$ cat config.mk
export PLATFORM = sky130hd
export DESIGN_NAME = match_logger
export DESIGN_NICKNAME = d
export VERILOG_FILES = /design/src/rtl/match_logger.sv
export SDC_FILE = /design/constraint.sdc
export NUM_CORES = 1
export LEC_CHECK = 0
export ABC_CLOCK_PERIOD_IN_PS = 5700
export BUFFER_PORTS_ARGS = -buffer_cell sky130_fd_sc_hd__clkbuf_2
export CAP_MARGIN = 20
export CORE_AREA = 3 3 144 118
export DETAILED_ROUTE_END_ITERATION = 8
export DIE_AREA = 0 0 147 121
export PLACE_DENSITY = 0.65
export SETUP_SLACK_MARGIN = 0.3
export SLEW_MARGIN = 20
export SYNTH_ARGS = -nofsm -noshare
export SYNTH_HDL_FRONTEND = slang
export SYNTH_SLANG_ARGS = --single-unit
$ cat constraint.sdc
create_clock -name clk -period 5.7 [get_ports clk]
set_input_delay 0.57 -clock clk [delete_from_list [all_inputs] [get_ports clk]]
set_output_delay 0.57 -clock clk [all_outputs]
set_load 0.05 [all_outputs]
$ cat src/rtl/match_logger.sv
// Timestamps detector matches, keeps a saturating match count and queues
// {timestamp, count} records in a small FIFO drained over valid/ready.
module match_logger #(
  parameter int CNT_WIDTH = 16,
  parameter int TS_WIDTH  = 16,
  parameter int DEPTH     = 4
) (
  input  logic                     clk,
  input  logic                     reset,
  input  logic                     match,
  input  logic                     clear,
  output logic                     out_valid,
  input  logic                     out_ready,
  output logic [TS_WIDTH-1:0]      out_ts,
  output logic [CNT_WIDTH-1:0]     out_count,
  output logic [CNT_WIDTH-1:0]     match_total,
  output logic [$clog2(DEPTH):0]   fill,
  output logic                     overflow
);

  localparam int PTR_W = $clog2(DEPTH);
  localparam int REC_W = TS_WIDTH + CNT_WIDTH;
  localparam logic [PTR_W:0] FULL_LVL = (PTR_W + 1)'(DEPTH);

  logic [TS_WIDTH-1:0]  ts_q, ts_d;
  logic [CNT_WIDTH-1:0] total_q, total_d;
  logic [PTR_W:0]       fill_q, fill_d;
  logic [PTR_W-1:0]     rd_ptr_q, rd_ptr_d;
  logic [PTR_W-1:0]     wr_ptr_q, wr_ptr_d;
  logic                 ovf_q, ovf_d;
  logic [REC_W-1:0]     mem_q [DEPTH];

  logic                 pop;
  logic                 full;
  logic                 wr_en;
  logic [REC_W-1:0]     wr_data;
  logic [CNT_WIDTH-1:0] total_inc;

  always_comb begin
    ts_d      = ts_q + TS_WIDTH'(1);
    total_d   = total_q;
    fill_d    = fill_q;
    rd_ptr_d  = rd_ptr_q;
    wr_ptr_d  = wr_ptr_q;
    ovf_d     = ovf_q;
    wr_en     = 1'b0;
    pop       = (fill_q != '0) && out_ready;
    full      = (fill_q == FULL_LVL);
    total_inc = (total_q == '1) ? total_q : total_q + CNT_WIDTH'(1);
    wr_data   = {ts_q, total_inc};

    if (clear) begin
      // Soft clear wins over any coincident event or handshake.
      total_d  = '0;
      fill_d   = '0;
      rd_ptr_d = '0;
      wr_ptr_d = '0;
      ovf_d    = 1'b0;
    end else begin
      if (pop) begin
        rd_ptr_d = rd_ptr_q + PTR_W'(1);
      end
      if (match) begin
        total_d = total_inc;
        // A pop in the same cycle frees the slot this push needs.
        if (!full || pop) begin
          wr_en    = 1'b1;
          wr_ptr_d = wr_ptr_q + PTR_W'(1);
        end else begin
          ovf_d = 1'b1;
        end
      end
      case ({wr_en, pop})
        2'b10:   fill_d = fill_q + (PTR_W + 1)'(1);
        2'b01:   fill_d = fill_q - (PTR_W + 1)'(1);
        default: fill_d = fill_q;
      endcase
    end
  end

  always_ff @(posedge clk) begin
    if (reset) begin
      ts_q     <= '0;
      total_q  <= '0;
      fill_q   <= '0;
      rd_ptr_q <= '0;
      wr_ptr_q <= '0;
      ovf_q    <= 1'b0;
    end else begin
      ts_q     <= ts_d;
      total_q  <= total_d;
      fill_q   <= fill_d;
      rd_ptr_q <= rd_ptr_d;
      wr_ptr_q <= wr_ptr_d;
      ovf_q    <= ovf_d;
    end
  end

  // Record storage needs no reset: fill_q alone says which entries are live.
  always_ff @(posedge clk) begin
    if (wr_en && !reset) begin
      mem_q[wr_ptr_q] <= wr_data;
    end
  end

  assign out_valid   = (fill_q != '0);
  assign out_ts      = mem_q[rd_ptr_q][REC_W-1:CNT_WIDTH];
  assign out_count   = mem_q[rd_ptr_q][CNT_WIDTH-1:0];
  assign match_total = total_q;
  assign fill        = fill_q;
  assign overflow    = ovf_q;

endmodule

=== Yosys cells after proc, flatten, opt, wreduce, memory -nomap -nowiden ===
Memory sizes are Yosys's and may differ from the RTL's. A register that Yosys moved wholly into a read port is not among the register bits.
Cells that the tools add are included.

* Bitwise operators: 1
* Add/sub/neg operators: 6
* Eq/ne operators: 4
* Reduce and logical (&&, ||, !) cells: 10
* Muxes and demuxes: 10

{| class="wikitable"
|+ Operators by type and width
! operator !! number
|-
| $add 16x1->16 const B || 2
|-
| $eq 16x16->1 const B || 1
|-
| $mux 16 || 1
|-
| $mux 1 || 6
|-
| $pmux 3 s2 || 1
|-
| $add 2x1->2 const B || 2
|-
| $mux 2 || 2
|-
| $reduce_and 2->1 || 2
|-
| $add 3x1->3 const B || 1
|-
| $eq 3x3->1 const B || 1
|-
| $reduce_bool 3->1 || 1
|-
| $sub 3x1->3 const B || 1
|-
| $eq 2x1->1 const B || 1
|-
| $eq 2x2->1 const B || 1
|-
| $logic_and 1x1->1 || 2
|-
| $logic_not 1->1 || 2
|-
| $reduce_bool 2->1 || 1
|-
| $reduce_or 2->1 || 1
|-
| $logic_or 1x1->1 || 1
|-
| $not 1->1 || 1
|}

* Output and inout port bits: 53
* Word-level logic and storage cells: 38
* Register bits after elaboration: 40
* Memory bits (writable): 128
* Memories: 1
* Input bits: 5

{| class="wikitable"
|+ Memory list
! memory !! words !! bits a word !! rd ports !! clocked after memory_dff !! wr ports !! RTL line !! source
|-
| mem_q || 4 || 32 || 1 || 1 || 1 || 31 || <nowiki>logic [REC_W-1:0] mem_q [DEPTH];</nowiki>
|}

=== Depth between registers and ports, before layout ===
* Depth in word-level cells: 10
* Gate-level depth with buffers: 8
* Depth with buffers taken out: 7

=== Worst setup path before layout ===
No wires, ideal clock.

* Kind: input to register
* Start point: in match
* End point: mem mem_q[0][0] (netlist name) (enable)
* Path slack: 3,124 ps
* Stages on the path: 5
* Data required time: 5,308 ps
* Data arrival time: 2,183 ps
* Setup time: 392 ps
* Buffers on the path: 1
* Path through: clkbuf_1 > inv_1 > a31o_2 > nor2_1 > and2_1

* Cells in the longest elaborated chain, start to end: 6

{| class="wikitable"
|+ Ends and longest elaborated chain
! item !! RTL line !! source
|-
| start: declaration || 10 || <nowiki>input logic match,</nowiki>
|-
| $mux 1 || 63 || <nowiki>if (match) begin</nowiki>
|-
| $mux 1 (2 in series) || 52 || <nowiki>if (clear) begin</nowiki>
|-
| $logic_and 1x1->1 || 101 || <nowiki>if (wr_en && !reset) begin</nowiki>
|-
| $mux 1 || 101 ||
|-
| $mux 1 (implied by the code) || 102 || <nowiki>mem_q[wr_ptr_q] <= wr_data;</nowiki>
|-
| end: declaration || 31 ||
|}

No other way between the ends. The select of a mux whose other input is x is not followed.

==> results.sh <==
export IMPL_die_area_um2=17800
export IMPL_cts_max_level=4
export IMPL_fmax_mhz=359
export IMPL_drive_gt1_frac=0.269
export IMPL_reg2regPathDepth=5
export IMPL_path_max_fanout=32
export IMPL_grt_pass1_wl_mm=22.2
export IMPL_firstDrtPassIters=4
export IMPL_power_switching_uw=558
export IMPL_syn_to_final_growth_pct=16.0
export IMPL_syn_area_um2=6900
export IMPL_synth_cells=449
export IMPL_synth_nets=461
export IMPL_gp_congestion=0.771
export IMPL_die_x_um=147
export IMPL_fin_cells=736
export IMPL_busiest_layer="met2"
export IMPL_syn_area_per_cell_um2=15.4
export IMPL_synth_top_area_frac=0.557
export IMPL_yosysSeqAreaShare=0.679
export IMPL_synth_enable_flop_cells=128
export IMPL_leakagePower_nw=2.77
export IMPL_fin_setup_tns_ns=0
export IMPL_total_power_mw=2.57
export IMPL_hold_depth=2
export IMPL_maxCapViolations=0
export IMPL_async_flop_share=0
export IMPL_place_inst=704
export IMPL_use_met2=0.253
export IMPL_fin_nets=520
export IMPL_grt_use_met3=0.0459
export IMPL_diodes=0
export IMPL_antenna_found_initial=0
export IMPL_finalCritPeriodShare=0.488
export IMPL_crit_arrival_ns=2.21
export IMPL_ys_seq_elements=170
export IMPL_clock_path_buffers=2
export IMPL_p_int_mw=2.01
export IMPL_clockRootBuffer="clkbuf_16"
export IMPL_postRouteAntennaNets=0
export IMPL_synth_cell_type_count=49
export IMPL_pin_count=58
export IMPL_startpoint_type="flop"
export IMPL_viasPerCell=5.42
export IMPL_slew_headroom=0.508
export IMPL_gr_total_overflow=0
export IMPL_die_y_um=121
export IMPL_setup_viol_count_final=0
export IMPL_clock_latency_ns=0.43
export IMPL_cts_buffers=17
export IMPL_grt_pass1_vias=4046
export IMPL_power_frac_comb=0.035
export IMPL_dr_total_vias=3986
export IMPL_min_period_ns=2.78
export IMPL_fin_util=0.510
export IMPL_cts_resized=0
export IMPL_post_cts_buffers=0
export IMPL_fin_skew_ns=0.0121
export IMPL_power_density_nw_per_um2=321
export IMPL_initialDrtViolationCount=386
export IMPL_status="finished clean"
export IMPL_wl_per_cell_um=18.6
export IMPL_p_seq_frac=0.521
export IMPL_hold_buffers=0
export IMPL_yosys_warnings=0
export IMPL_hold_violations=0
export IMPL_worstMarginPinSlew_ns=0.732
export IMPL_critical_path_class="flop to primary output"
export IMPL_ir_drop_uv=265
export IMPL_required_ns=5.13
export IMPL_synth_area_leaders="edfxtp_1, dfxtp_1, mux4_2"
export IMPL_rsz0062_at_grt="false"
export IMPL_core_area_um2=15700
export IMPL_power_frac_clock=0.444
export IMPL_wirelength_mm=13.7
export IMPL_cts_sinks=170
export IMPL_hold_path_class="flop to flop"
export IMPL_cts_tree="yes"
export IMPL_yosysMostFrequentCell="edfxtp_1"
export IMPL_io_buffers=57
export IMPL_whs_ns=0.510
export IMPL_synth_ff_type="edfxtp_1"
export IMPL_start_util=0.439
export IMPL_rows=41
export IMPL_p_sw_frac=0.218
export IMPL_synth_commonest_cells="edfxtp_1, dfxtp_1, mux4_2"
export IMPL_yosys_area_top_type="edfxtp_1"
export IMPL_grt_met1_usage=0.233
export IMPL_track_usage=0.165
export IMPL_drcViolationCount=0
export IMPL_critPathCaptureType="primary output"
export IMPL_hpwl_mm=8.72
export IMPL_grt_max_degree=33
export IMPL_clkTransAtPathRegs_ns=0.07
export IMPL_drv_slew=0
-- per-layer routing --
metal | vias up | part of all wire
met5 | - | 0
met4 | 0 | 0.0057
met3 | 7 | 0.058
met2 | 106 | 0.47
met1 | 2018 | 0.47
li1 | 1855 | -
-- power by group through the flow --
stage	combinational, mW	sequential, mW	clock, mW
after floorplan	0.0659	1.36	0
after detailed placement	0.0898	1.36	0
after global placement	0.0886	1.36	0
final	0.0886	1.34	1.14
after CTS	0.0900	1.34	1.16
after global routing	0.0956	1.34	1.22
-- through the flow --
stage,setup WS [ns],cell area [µm²]
after floorplan,3.12,6900
after global placement,2.95,7400
after detailed placement,3.06,7410
after CTS,2.82,8000
after global routing,2.75,8000
final,2.92,8000
-- cells by family (layout without fill, tap and decap cells) --
kind of cell | Yosys count | after routing | share of synthesized area
DFF | 170 | 170 | 0.679
and+or+nand+nor | 124 | 124 | 0.0938
AOI/OAI and AO/OA | 51 | 51 | 0.0479
muxes | 35 | 35 | 0.109
buffers and inverters | 34 | 106 | 0.0209
xor gates and xnor gates | 28 | 28 | 0.0356
adders and majority gates | 7 | 7 | 0.0138
-- worst paths after layout --
kind / start / to / slack (ns)
hold reg to reg: overflow / overflow / 0.51
setup / recovery: flop / out_ts[8] / 2.92
setup reg to reg: match_total[0] / mem_q[3][3] / 3.22
hold / removal: overflow / overflow / 0.51
-- area by class of cell --
class                           count  area, µm²
Clock buffer                       17        425
Clock inverter                     15        169
Tap cell                          215        269
Sequential cell                   170       4690
Timing Repair Buffer               64        338
Fill cell                        1375       7690
Multi-Input combinational cell    245       2080
Inverter                           10       37.5
-- worst max-delay path, cell delays in order (launching register included) --
cell	delay, ns
dfxtp_2	0.31
buf_4	0.53
mux4_2	0.65
clkbuf_2	0.27
-- state kept, by name (all words and copies together), names as in the netlist, named ones only --
| register | cells |
|---|---|
| match_total | 16 |
| rd_ptr_q | 2 |
| ts_q | 16 |
| fill | 3 |
| overflow | 1 |
| mem_q | 128 |
| wr_ptr_q | 2 |
-- layout by cell type, fill, tap and decap left out, types with 2 or more instances in the layout --
| cell | n |
|---|---|
| clkbuf_2 | 57 |
| clkinvlp_4 | 3 |
| nor3_1 | 4 |
| or3_1 | 13 |
| inv_1 | 10 |
| xnor2_1 | 12 |
| mux4_2 | 32 |
| clkinv_4 | 6 |
| xor2_1 | 16 |
| nand2_1 | 27 |
| nand3_1 | 15 |
| nand2b_1 | 2 |
| o221a_2 | 2 |
| a21oi_1 | 16 |
| nand4_1 | 8 |
| nor2_1 | 26 |
| ha_1 | 6 |
| and3_1 | 3 |
| o21ai_0 | 15 |
| a31oi_1 | 2 |
| or2_2 | 2 |
| o31ai_1 | 4 |
| or4_1 | 6 |
| buf_4 | 7 |
| mux2i_1 | 2 |
| o21a_1 | 3 |
| bufinv_16 | 2 |
| clkbuf_16 | 17 |
| inv_6 | 2 |
| and2_1 | 5 |
| nor4_1 | 6 |
| dfxtp_1 | 41 |
| edfxtp_1 | 128 |
Note: power is estimated with default switching activity, not from simulation.
